[config.mk]
export PLATFORM = sky130hd
export DESIGN_NAME = clock_enable_ctrl
export DESIGN_NICKNAME = d
export VERILOG_FILES = /design/src/rtl/clock_enable_pkg.sv /design/src/rtl/clock_enable_chan.sv /design/src/rtl/clock_enable_ctrl.sv
export SDC_FILE = /design/constraint.sdc
export NUM_CORES = 1
export LEC_CHECK = 0
export BUFFER_PORTS_ARGS = -buffer_cell sky130_fd_sc_hd__clkbuf_2
export CAP_MARGIN = 10
export CORE_UTILIZATION = 45
export CTS_CLUSTER_DIAMETER = 120
export CTS_CLUSTER_SIZE = 30
export DETAILED_ROUTE_END_ITERATION = 10
export GPL_TIMING_DRIVEN = 0
export HOLD_SLACK_MARGIN = 0.06
export SLEW_MARGIN = 30
export SYNTH_ARGS = -nofsm -noshare
export SYNTH_HDL_FRONTEND = slang
export SYNTH_SLANG_ARGS = --single-unit
[constraint.sdc]
create_clock -name clk -period 2.3 [get_ports clk]
set_input_delay 0.115 -clock clk [delete_from_list [all_inputs] [get_ports clk]]
set_output_delay 0.115 -clock clk [all_outputs]
set_load 0.02 [all_outputs]
[src/rtl/clock_enable_pkg.sv]
// Shared types and constants for the clock-enable controller.
// The optional clk_sq square-wave outputs are controlled by CLKEN_SQUARE_OUT_EN.
package clock_enable_pkg;

    typedef enum logic [0:0] {
        CFG_IDLE    = 1'b0,
        CFG_WAIT_TC = 1'b1
    } cfg_state_t;

    // A divisor of zero means the channel is stopped.
    localparam int DIV_OFF = 0;

endpackage

[src/rtl/clock_enable_chan.sv]
// One clock-enable channel: period counter, committed divisor and tick decode.
// With CLKEN_SQUARE_OUT_EN defined, a 50% square-wave flop (clk_sq) is added.
// clk_sq is a data signal and must never be used as a clock.
module clock_enable_chan
    import clock_enable_pkg::*;
#(
    parameter int DIVW = 8
) (
    input  logic            clk,
    input  logic            reset,
    input  logic            commit,
    input  logic [DIVW-1:0] new_div,
    output logic            tick_en,
    output logic            active
`ifdef CLKEN_SQUARE_OUT_EN
    ,
    output logic            clk_sq
`endif
);

    logic [DIVW-1:0] div;
    logic [DIVW-1:0] cnt;
    logic            enabled;

    // The compare only matters when div is nonzero, so div-1 never wraps.
    assign enabled = (div != DIVW'(DIV_OFF));
    assign tick_en = enabled && (cnt == (div - DIVW'(1)));
    assign active  = enabled;

    // Period counter; a commit restarts the period with the new divisor.
    always_ff @(posedge clk) begin
        if (reset) begin
            div <= '0;
            cnt <= '0;
        end else if (commit) begin
            div <= new_div;
            cnt <= '0;
        end else if (!enabled || tick_en) begin
            cnt <= '0;
        end else begin
            cnt <= cnt + DIVW'(1);
        end
    end

`ifdef CLKEN_SQUARE_OUT_EN
    // Toggle once per period; holds its level while the channel is stopped.
    always_ff @(posedge clk) begin
        if (reset) begin
            clk_sq <= 1'b0;
        end else if (tick_en) begin
            clk_sq <= ~clk_sq;
        end
    end
`endif

endmodule

[src/rtl/clock_enable_ctrl.sv]
// Runtime-programmable clock-enable generator with NCH channels.
// Divisor updates go through a one-deep config FSM and are committed only at the
// target channel's terminal count, so no enable period is ever shortened.
// Define CLKEN_SQUARE_OUT_EN to add the per-channel clk_sq square-wave outputs.
//
// state       | meaning
// ------------+---------------------------------------------------------
// CFG_IDLE    | ready for a request; cfg_ready=1
// CFG_WAIT_TC | request held in pend_*; commit at target's tick or if stopped
module clock_enable_ctrl
    import clock_enable_pkg::*;
#(
    parameter int NCH  = 4,
    parameter int DIVW = 8,
    localparam int CHW = (NCH > 1) ? $clog2(NCH) : 1
) (
    input  logic            clk,
    input  logic            reset,
    input  logic            cfg_valid,
    output logic            cfg_ready,
    input  logic [CHW-1:0]  cfg_ch,
    input  logic [DIVW-1:0] cfg_div,
    output logic [NCH-1:0]  tick_en,
    output logic [NCH-1:0]  active
`ifdef CLKEN_SQUARE_OUT_EN
    ,
    output logic [NCH-1:0]  clk_sq
`endif
);

    cfg_state_t      state;
    cfg_state_t      state_nxt;
    logic [CHW-1:0]  pend_ch;
    logic [DIVW-1:0] pend_div;
    logic            cfg_ch_ok;
    logic            cfg_fire;
    logic [NCH-1:0]  sel;
    logic            tc_hit;
    logic [NCH-1:0]  commit;

    // Out-of-range channel numbers are accepted but leave the FSM idle.
    assign cfg_ch_ok = (NCH == 1) || (int'(cfg_ch) < NCH);
    assign cfg_fire  = cfg_valid && cfg_ready;

    // State register.
    always_ff @(posedge clk) begin
        if (reset) begin
            state <= CFG_IDLE;
        end else begin
            state <= state_nxt;
        end
    end

    // Pending request capture on an accepted, in-range handshake.
    always_ff @(posedge clk) begin
        if (reset) begin
            pend_ch  <= '0;
            pend_div <= '0;
        end else if (cfg_fire && cfg_ch_ok) begin
            pend_ch  <= cfg_ch;
            pend_div <= cfg_div;
        end
    end

    // Target decode: terminal count reached, or the target is stopped.
    always_comb begin
        sel = '0;
        for (int i = 0; i < NCH; i++) begin
            sel[i] = (NCH == 1) || (pend_ch == CHW'(i));
        end
        tc_hit = |(sel & (tick_en | ~active));
    end

    // Next-state logic.
    always_comb begin
        state_nxt = state;
        case (state)
            CFG_IDLE: begin
                if (cfg_fire && cfg_ch_ok) begin
                    state_nxt = CFG_WAIT_TC;
                end
            end
            CFG_WAIT_TC: begin
                if (tc_hit) begin
                    state_nxt = CFG_IDLE;
                end
            end
            default: state_nxt = CFG_IDLE;
        endcase
    end

    // FSM outputs: handshake ready and the per-channel commit strobe.
    always_comb begin
        cfg_ready = (state == CFG_IDLE);
        commit    = '0;
        if (state == CFG_WAIT_TC && tc_hit) begin
            commit = sel;
        end
    end

    for (genvar g = 0; g < NCH; g++) begin : g_chan
        clock_enable_chan #(
            .DIVW(DIVW)
        ) u_chan (
            .clk     (clk),
            .reset   (reset),
            .commit  (commit[g]),
            .new_div (pend_div),
            .tick_en (tick_en[g]),
            .active  (active[g])
`ifdef CLKEN_SQUARE_OUT_EN
            ,
            .clk_sq  (clk_sq[g])
`endif
        );
    end

endmodule
==> results of run 1 <==
[power breakdown]
group / switching (mW) / total (mW) / leakage (nW) / internal [mW]
Sequential: 0.0313 / 1.34 / 0.616 / 1.31
Combinational: 0.123 / 0.238 / 1.23 / 0.115
Clock: 0.512 / 1.15 / 0.108 / 0.640
Total: 0.666 / 2.73 / 1.96 / 2.07
[repair_timing]
item | in CTS | in global routing
pin swaps | 5 | 16
setup buffers | 4 | 9
endpoints found under the hold margin | 10 | 0
resized for setup | 27 | 46
endpoints found under the setup margin | 46 | 53
hold buffers | 10 | 0
cloned | 0 | 2
[final cells by class]
| type | count | area, sq um |
|---|---|---|
| buffer | 20 | 121 |
| clock inverter | 6 | 88.8 |
| sequential | 75 | 1540 |
| clock buffer | 10 | 138 |
| inverter | 14 | 55.1 |
| tap | 108 | 135 |
| fill | 808 | 3750 |
| timing repair buffer | 45 | 322 |
| multi-input combinational | 340 | 2530 |
[worst max path at each step]
stage / startpoint / to / slack (ns)
2_1_floorplan: g_chan[2].u_chan.div[0] / g_chan[2].u_chan.div[0] / 0.02
3_3_place_gp: g_chan[2].u_chan.div[0] / g_chan[2].u_chan.cnt[2] / -0.31
3_5_place_dp: g_chan[2].u_chan.div[0] / g_chan[2].u_chan.cnt[5] / -0.34
6_report: g_chan[0].u_chan.div[0] / g_chan[0].u_chan.div[2] / -0.11
5_1_grt: g_chan[0].u_chan.div[2] / g_chan[0].u_chan.div[4] / -0.23
4_1_cts: g_chan[0].u_chan.div[4] / g_chan[0].u_chan.div[2] / -0.14
[cell families after synthesis]
logic type,count (synthesis)
simple gates,196
compound gates,34
mux,34
flops,75
buf+inv,41
fa+ha+maj,12
xor+xnor,64
[through the flow]
step	total power [mW]	TNS (ns)	cell area [sq um]
finish	2.73	-0.681	4930
global route	2.84	-2.24	4930
CTS	2.74	-1.01	4710
detailed placement	1.58	-8.68	4250
global placement	1.57	-7.49	4250
floorplan	1.52	0	4020
[cells in the final DEF (no fill, tap or decap), types with 11 or more instances in the layout]
cell type  synthesis  layout
nand2_1           30      29
buf_4             10      25
xnor2_1           31      30
xor2_1            33      32
or2b_1            13      13
mux2i_1           34      34
nor2_1            61      61
clkbuf_8           0      11
clkbuf_2           0      17
a21oi_1           16      15
dfxtp_1           75      61
nand3_1           26      25
nand2b_1          11      11
[critical path: cells and delay by family, from the launching register on]
kind | cells | cell delay [ns]
adder cells (fa/ha/maj) | 1 | 0.21
flip-flops | 1 | 0.38
buffers and inverters | 1 | 0.06
AND/OR/NAND/NOR | 2 | 0.86
multiplexers | 1 | 0.21
AO/OA/AOI/OAI | 2 | 0.43
XOR/XNOR | 1 | 0.16
[layer usage]
layer  vias to the layer above  part of all wire
li1                       1625                 -
met1                      1567              0.46
met4                         0             0.014
met5                         -                 0
met2                        25              0.50
met3                        11             0.021
[state kept, by name, indices dropped and copies added, names as in the netlist]
signal,flops
g_chan.u_chan.cnt,32
g_chan.u_chan.div,32
pend_ch,2
pend_div,8
state,1
==> results.txt, run 1 <==
HPWL Detailed -> 6.13 mm
Met2 Track Usage GR -> 0.350
Critical path class -> reg -> reg
Final Cycle Share -> 1.05
R2R setup slack -> -0.11 ns
First-pass GRT wire length -> 14.0 mm
Synth unique cells -> 47
Avg Cell Area, Syn -> 8.79 sq um
Initial antenna violation count -> 0
Largest family of logic cells by synthesized area -> simple AND/OR/NAND/NOR gates
Die W -> 96.4 um
P_leak -> 1.96 nW
Crit. End Element -> register
Crit path max-delay cell type -> or4b_4
Most frequent cell after synthesis -> dfxtp_1
Violated checks -> setup timing
Clk_lat worst skew -> 0.36 ns
Post-Synth Simple-Gate Area -> 0.252
Initial Util -> 0.462
Hold wc startpoint -> reset
Vias in the first global route -> 3,006
Largest net degree at the start of global routing -> 14
DRT iter0 DRCs -> 85
Cells after Synth -> 456
Wirelength, routed -> 8.76 mm
Max H-tree Level -> 3
Clock transition at path regs -> 0.09 ns
Ant diodes -> 0
Final setup viols -> 9
Util after Layout -> 0.568
Post-Synth XOR/XNOR Area -> 0.140
Fmax -> 0.415 GHz
Post-DRT Antenna Nets -> 0
Peak supply drop -> 0.000350 V
Area of the core -> 8680 sq um
Synthesized Nets -> 481
CTS sink cnt -> 75
Hold Slack -> 0.152 ns
Max_slew headroom -> 0.640
Top_reg_cell synth -> dfxtp_1
GPL Wtd Cong -> 0.825
IO Port Bufs -> 20
Worst r2r dst -> g_chan[0].u_chan.div[2]
Hold Path Class -> in -> reg
Post-Place Setup Slack -> -0.342 ns
Mux contribution to synthesized area -> 0.0849
CP Data Arrival Time -> 2.68 ns
Row count -> 34
Post-synthesis adder-cell area fraction -> 0.0374
Placed Cells -> 584
# Max-Cap Violations -> 0
Yosys top cell area share -> 0.374
Seq/Total Area, Yosys -> 0.374
Worst Hold Endpoint -> g_chan[2].u_chan.div[4]
CTS Buf Count -> 9
Compound-Gate Fraction of Synth Area -> 0.0605
R2r startpoint -> g_chan[0].u_chan.div[0]
Setup skew after layout -> 0.0135 ns
Share of async-settable or async-resettable flops after synthesis -> 0
Power Density -> 554 nW/um^2
Die footprint -> 9290 sq um
TritonRoute pass-1 iters -> 4
Proportion of layout cells with a drive suffix above 1 -> 0.227
CTS tree -> yes
Fin. Hold Viols -> 0
Via Count -> 3,228
DR WL/cell -> 14.2 um
Longest Clk Path Bufs -> 2
Worst EP required -> 2.57 ns
Met3 global-route usage -> 0.0321
Synth Warn # -> 0
Crit-path max cell delay -> 0.61 ns
M1 GR Usage -> 0.240
Die Ht -> 96.4 um
Status -> finished with violations
CP cell instances -> inv_1 > ha_2 > xor2_2 > nor3_1 > a31oi_2 > o41ai_4 > or4b_4 > mux2i_1
# IOs -> 22
GRT Util Overall -> 0.197
Vias per Instance -> 5.22
Area Overhead vs Synth -> 22.9%
Top Usage Layer GRT -> met2
Area contributors post-synth -> dfxtp_1, mux2i_1, xor2_1
Fin cells -> 618
Worst Reg-to-Reg Cells -> 8
CTS root buf -> clkbuf_8
Slew Limit Fails -> 0
Worst-margin pin slew -> 0.540 ns
Hold Crit Depth -> 3
Cell Area, Synth -> 4010 sq um
Cell taking the most area after synthesis -> dfxtp_1
CP startpoint kind -> register
Grt total ovfl -> 0
#FFs+latches synth -> 75
Tmin final -> 2.41 ns
Post-route setup slack -> -0.109 ns
Drt drc -> 0
Number of synthesized flops with an enable pin -> 0
Nets@finish -> 530
Critical path fanouts, max -> 8
RSZ-0062 raised after global routing -> true
Commonest cells in the netlist -> dfxtp_1, nor2_1, mux2i_1
No activity file was read; power rests on OpenSTA's default activity.
==> run 2, diff against run 1 <==
- CORE_UTILIZATION: 45 -> 40
- REMOVE_ABC_BUFFERS: not set -> 1
==> run 2 against run 1 <==
The flow still finishes with violations (setup timing). Sequential share of layout area increased by 0.40 points. Setup slack got worse by 0.0025 ns. Clock skew decreased by 0.0031 ns. First-iteration DRC count increased by 36%. Combinational power decreased by 3%. Die area increased by 12%. Power decreased by 8.1%. Critical path type unchanged. Highest routed layer unchanged.
==> results.txt, run 2 (synthesis gave the netlist of run 1 again) <==
Status -> finished with violations
Violated checks -> setup timing
Max H-tree Level -> 3 (unchanged)
CTS root buf -> clkbuf_8
Ant diodes -> 0 (unchanged)
DR WL/cell -> 13.5 um (-5.0%)
Vias in the first global route -> 2,915 (-3.0%)
P_leak -> 1.88 nW (-4.1%)
Fin cells -> 626 (+1.3%)
Peak supply drop -> 0.000335 V (-4.4%)
CTS sink cnt -> 75 (unchanged)
CTS tree -> yes
# IOs -> 22 (unchanged)
Worst EP required -> 2.53 ns (-0.04 ns)
Setup skew after layout -> 0.0103 ns (-0.00314 ns)
Largest net degree at the start of global routing -> 56 (+42)
Fin. Hold Viols -> 0 (unchanged)
Area Overhead vs Synth -> 20.8%
Switch Pwr -> 684 uW (+2.6%)
Nets@finish -> 513 (-3.2%)
Drt drc -> 0 (unchanged)
Hold Path Class -> in -> reg
Critical path fanouts, max -> 8 (unchanged)
Power Density -> 518 nW/um^2 (-6.5%)
Biggest regs -> g_chan.u_chan.cnt (32), g_chan.u_chan.div (32), pend_div (8)
Final setup TNS -> -0.791 ns (-0.111 ns)
Initial Util -> 0.412 (-0.0499)
CTS Buf Count -> 9 (unchanged)
Post-route setup slack -> -0.112 ns (-0.00248 ns)
Slew Limit Fails -> 0 (unchanged)
Post-DRT Antenna Nets -> 0 (unchanged)
# Max-Cap Violations -> 0 (unchanged)
Row count -> 36 (+5.9%)
Area of the core -> 9730 sq um (+12%)
CP startpoint kind -> register
HPWL Detailed -> 5.63 mm (-8.1%)
Max_slew headroom -> 0.417 (-0.223)
Final Cycle Share -> 1.05 (+0.00108)
DRT iter0 DRCs -> 116 (+36%)
Pwr Total -> 2.51 mW (-8.1%)
Fmax -> 0.415 GHz (-0.10%)
P_int -> 1.83 mW (-12%)
GPL Wtd Cong -> 0.827 (+0.25%)
Die Ht -> 102 um (+5.9%)
Critical path class -> reg -> reg
First-pass GRT wire length -> 13.6 mm (-2.8%)
Post-Place Setup Slack -> -0.679 ns (-0.337 ns)
Wirelength, routed -> 8.42 mm (-3.8%)
CP Data Arrival Time -> 2.64 ns (-0.04 ns)
IO Port Bufs -> 21 (+5.0%)
Worst-margin pin slew -> 0.875 ns (+0.335 ns)
Reg power frac -> 0.536 (+0.045)
Gate power share -> 0.092 (+0.005)
Die footprint -> 10,400 sq um (+12%)
Longest Clk Path Bufs -> 2 (unchanged)
Tmin final -> 2.41 ns (+0.00248 ns)
Fillers -> 935 (+16%)
Clock transition at path regs -> 0.08 ns (about the same)
Proportion of layout cells with a drive suffix above 1 -> 0.231 (+0.00379)
Sw frac -> 0.272 (+0.0285)
Vias per Instance -> 4.96 (-5.1%)
Crit. End Element -> register
RSZ-0062 raised after global routing -> true
Final setup viols -> 9 (unchanged)
Clk_lat worst skew -> 0.35 ns (about the same)
Initial antenna violation count -> 0 (unchanged)
TritonRoute pass-1 iters -> 6 (+2)
Placed Cells -> 584 (unchanged)
Clock share of power -> 0.372 (-0.050)
Die W -> 102 um (+5.9%)
GRT Util Overall -> 0.167 (-0.0303)
Via Count -> 3,104 (-3.8%)
Commonest non-fill, non-tap cell in the layout -> nor2_1
Grt total ovfl -> 0 (unchanged)
Commonest cells after routing, fill and taps aside -> nor2_1, dfxtp_1, xor2_1
## run 2: cell count changes in the layout (fill, tap and decap cells not counted), sizes merged
cell    before  now
bufinv       2    0
inv         14   16
clkbuf      35   28
buf         30   20
## run 2: metrics by stage
stage	cell area [sq um]	util	hold WS [ns]
2_1_floorplan	3860	-	0.184
3_3_place_gp	4130	0.425	0.339
3_5_place_dp	4150	0.426	0.347
4_1_cts	4630	0.476	0.205
5_1_grt	4840	0.498	0.217
6_report	4840	0.498	0.208
## run 2: area by class of cell
cell class	count	area, sq um	share of cell area
inverter	14	55.1	0.0114
timing repair buffer	48	345	0.0713
sequential	75	1540	0.317
multi-input combinational	340	2560	0.529
tap	133	166	0.0343
clock buffer	10	128	0.0263
clock inverter	6	50.0	0.0103
## run 2: path summary, 6_finish.rpt
kind / cells past startpoint / start / end / slack [ns]
min: 4 / cfg_valid / state / 0.21
max reg2reg: 8 / g_chan[0].u_chan.div[0] / g_chan[0].u_chan.div[1] / -0.11
min reg2reg: 1 / g_chan[1].u_chan.cnt[0] / g_chan[1].u_chan.cnt[0] / 0.50
max: 8 / g_chan[0].u_chan.div[0] / g_chan[0].u_chan.div[1] / -0.11
## run 2: routing by layer
layer,up-vias,share of wire,GRT usage
met5,-,0,0
met4,0,0.017,0.0593
met3,13,0.025,0.0424
met2,37,0.48,0.271
met1,1455,0.48,0.214
li1,1599,-,-
## run 2: power by group through the flow
stage / registers, mW / logic [mW] / clock network [mW]
2_1_floorplan: 1.37 / 0.126 / 0
3_3_place_gp: 1.38 / 0.177 / 0
3_5_place_dp: 1.38 / 0.181 / 0
4_1_cts: 1.35 / 0.216 / 0.956
5_1_grt: 1.35 / 0.253 / 1.01
6_report: 1.35 / 0.231 / 0.934
## run 2: timing repair
action / 4_1_cts / 5_1_grt
pin swaps: 10 / 11
hold endpoints to repair: 10 / 0
gates resized for setup: 31 / 44
hold buffers: 10 / 0
setup buffers: 11 / 6
setup endpoints to repair: 43 / 37
## run 2: critical path, stage by stage, from the launching register on
cell	delay, ns
dfxtp_4	0.37
inv_1	0.06
ha_2	0.20
xor2_1	0.17
nor3_2	0.19
a31oi_2	0.09
o41ai_4	0.44
or4b_4	0.61
mux2i_1	0.16
==> run 3, diff against run 2 <==
- GPL_TIMING_DRIVEN: 0 -> not set
==> run 3 against run 2 <==
Final cell count up 4.0%. Highest routed layer unchanged. Non-clock buffer count rose by 25. Utilization grew 1.4 points. Clock skew grew 0.0065 ns. Via count rose by 4.6%. The run still ends with setup timing left. Critical path depth decreased by 1. Critical endpoint unchanged. Fmax up 1.8%. Sequential share of layout area shrank 1.1 points. Largest cell class unchanged. Power is 0.63% lower.
==> results.txt, run 3 (synthesis gave the netlist of run 1 again) <==
Area of the core -> 9730 sq um (unchanged)
Final setup TNS -> -0.481 ns (+0.311 ns)
Violated checks -> setup timing
Final setup viols -> 9 (unchanged)
Post-DRT Antenna Nets -> 0 (unchanged)
Ant diodes -> 0 (unchanged)
Initial antenna violation count -> 0 (unchanged)
Die Ht -> 102 um (unchanged)
Post-route design area -> 4980 sq um (+2.8%)
Pwr Total -> 2.49 mW (-0.63%)
Final Cycle Share -> 1.03 (-0.0187)
Instance area at placement -> 4390 sq um (+5.9%)
GRT Util Overall -> 0.177 (+0.0100)
Worst r2r dst -> g_chan[0].u_chan.div[1]
Worst Reg-to-Reg Cells -> 7 (-1)
Initial Util -> 0.412 (unchanged)
Die W -> 102 um (unchanged)
Nets@finish -> 538 (+4.9%)
Row count -> 36 (unchanged)
Worst-margin pin slew -> 0.647 ns (-0.228 ns)
CTS tree -> yes
# Max-Cap Violations -> 0 (unchanged)
P_leak -> 1.98 nW (+5.5%)
R2r startpoint -> g_chan[0].u_chan.div[4]
RSZ-0062 raised after global routing -> true
CP startpoint kind -> register
Die footprint -> 10,400 sq um (unchanged)
Critical path fanouts, max -> 8 (unchanged)
Proportion of layout cells with a drive suffix above 1 -> 0.257 (+0.0255)
Fin. Hold Viols -> 0 (unchanged)
Largest net degree at the start of global routing -> 36 (-36%)
Longest Clk Path Bufs -> 2 (unchanged)
CTS root buf -> clkbuf_8
Worst Hold Endpoint -> state
Status -> finished with violations
Post-route setup slack -> -0.0685 ns (+0.0431 ns)
Crit-path max cell delay -> 0.61 ns (about the same)
CTS sink cnt -> 75 (unchanged)
Peak supply drop -> 0.000413 V (+24%)
First-pass GRT wire length -> 14.4 mm (+5.9%)
Power Density -> 501 nW/um^2 (-3.3%)
Commonest non-fill, non-tap cell in the layout -> dfxtp_1
Wirelength, routed -> 8.78 mm (+4.2%)
Hold wc startpoint -> cfg_valid
DR WL/cell -> 13.5 um (+0.19%)
CTS Buf Count -> 9 (unchanged)
Critical path class -> reg -> reg
Family with the most delay on the worst path -> simple AND/OR/NAND/NOR gates
Most frequent CP cell -> mux2i_1
Vias per Instance -> 4.99 (+0.59%)
Placed Cells -> 618 (+5.8%)
Biggest regs -> g_chan.u_chan.cnt (32), g_chan.u_chan.div (32), pend_div (8)
CP cell instances -> nor3_4 > a41oi_2 > a32oi_1 > mux2i_1 > o41ai_2 > or4b_4 > mux2i_1
CP Data Arrival Time -> 2.58 ns (-0.06 ns)
Worst EP required -> 2.51 ns (-0.02 ns)
Crit path max-delay cell type -> or4b_4
Tmin final -> 2.37 ns (-0.0431 ns)
Commonest cells after routing, fill and taps aside -> dfxtp_1, nor2_1, buf_4
Critical path buffer and inverter count -> 0 (-1)
Clock transition at path regs -> 0.09 ns (about the same)
Fin cells -> 651 (+4.0%)
Max_slew headroom -> 0.569 (+0.152)
Grt total ovfl -> 0 (unchanged)
Hold Path Class -> in -> reg
Max H-tree Level -> 3 (unchanged)
HPWL Detailed -> 6.18 mm (+9.8%)
Util after Layout -> 0.512 (+0.0139)
Via Count -> 3,247 (+4.6%)
# IOs -> 22 (unchanged)
Clk_lat worst skew -> 0.34 ns (about the same)
DRT iter0 DRCs -> 130 (+12%)
R2R setup slack -> -0.07 ns (+0.04 ns)
IO Port Bufs -> 21 (unchanged)
Slew Limit Fails -> 0 (unchanged)
CP Launch Point -> g_chan[0].u_chan.div[4]
Crit. End Element -> register
Vias in the first global route -> 3,030 (+3.9%)
Fmax -> 0.422 GHz (+1.8%)
Drt drc -> 0 (unchanged)
Hold Crit Depth -> 4 (unchanged)
Setup skew after layout -> 0.0169 ns (+0.00654 ns)
GPL Wtd Cong -> 0.847 (+2.5%)
Area Overhead vs Synth -> 24.2%
TritonRoute pass-1 iters -> 6 (unchanged)
-- run 3: worst max path at each step --
stage / endpoint / slack (ns) / cells past startpoint
finish: g_chan[0].u_chan.div[1] / -0.07 / 7
global route: g_chan[0].u_chan.div[1] / -0.24 / 7
CTS: g_chan[0].u_chan.div[1] / -0.02 / 8
detailed placement: g_chan[2].u_chan.div[7] / -0.09 / 11
global placement: g_chan[2].u_chan.div[7] / -0.003 / 10
floorplan: state / -0.63 / 9
-- run 3: through the flow --
step / hold slack, ns / setup WS (ns)
after floorplan: 0.184 / -0.629
after global placement: 0.343 / -0.00272
after detailed placement: 0.347 / -0.0933
after CTS: 0.223 / -0.0246
after global routing: 0.275 / -0.244
final: 0.227 / -0.0685
-- run 3: cell type report --
class / instances / area [sq um]
multi-input combinational: 340 / 2510
tap: 133 / 166
inverter: 14 / 52.6
fill: 941 / 4750
clock buffer: 10 / 138
timing repair buffer: 73 / 548
sequential: 75 / 1520
clock inverter: 6 / 38.8
-- run 3: report_power, final --
group          switching [mW]  internal (mW)  leakage, nW
sequential             0.0307           1.32        0.613
combinational           0.123          0.117         1.28
clock                   0.488          0.419       0.0885
-- run 3: layer usage --
metal	up-vias	routed length [um]	GRT usage
met5	-	0	0
met4	0	111	0.0593
met3	9	283	0.0294
met2	54	4240	0.294
met1	1535	4140	0.233
li1	1649	-	-
-- run 3: timing repair --
item | in CTS | in global routing
cloned | 0 | 1
hold buffers | 10 | 0
resized for setup | 36 | 35
pin swaps | 13 | 15
buffers inserted | 7 | 2
hold endpoints to repair | 10 | 0
endpoints found under the setup margin | 35 | 45
-- run 3: worst min-delay path, cell delays in order --
cell	delay, ns
clkbuf_2	0.11
nor2_1	0.09
nor4_1	0.05
and3_1	0.16
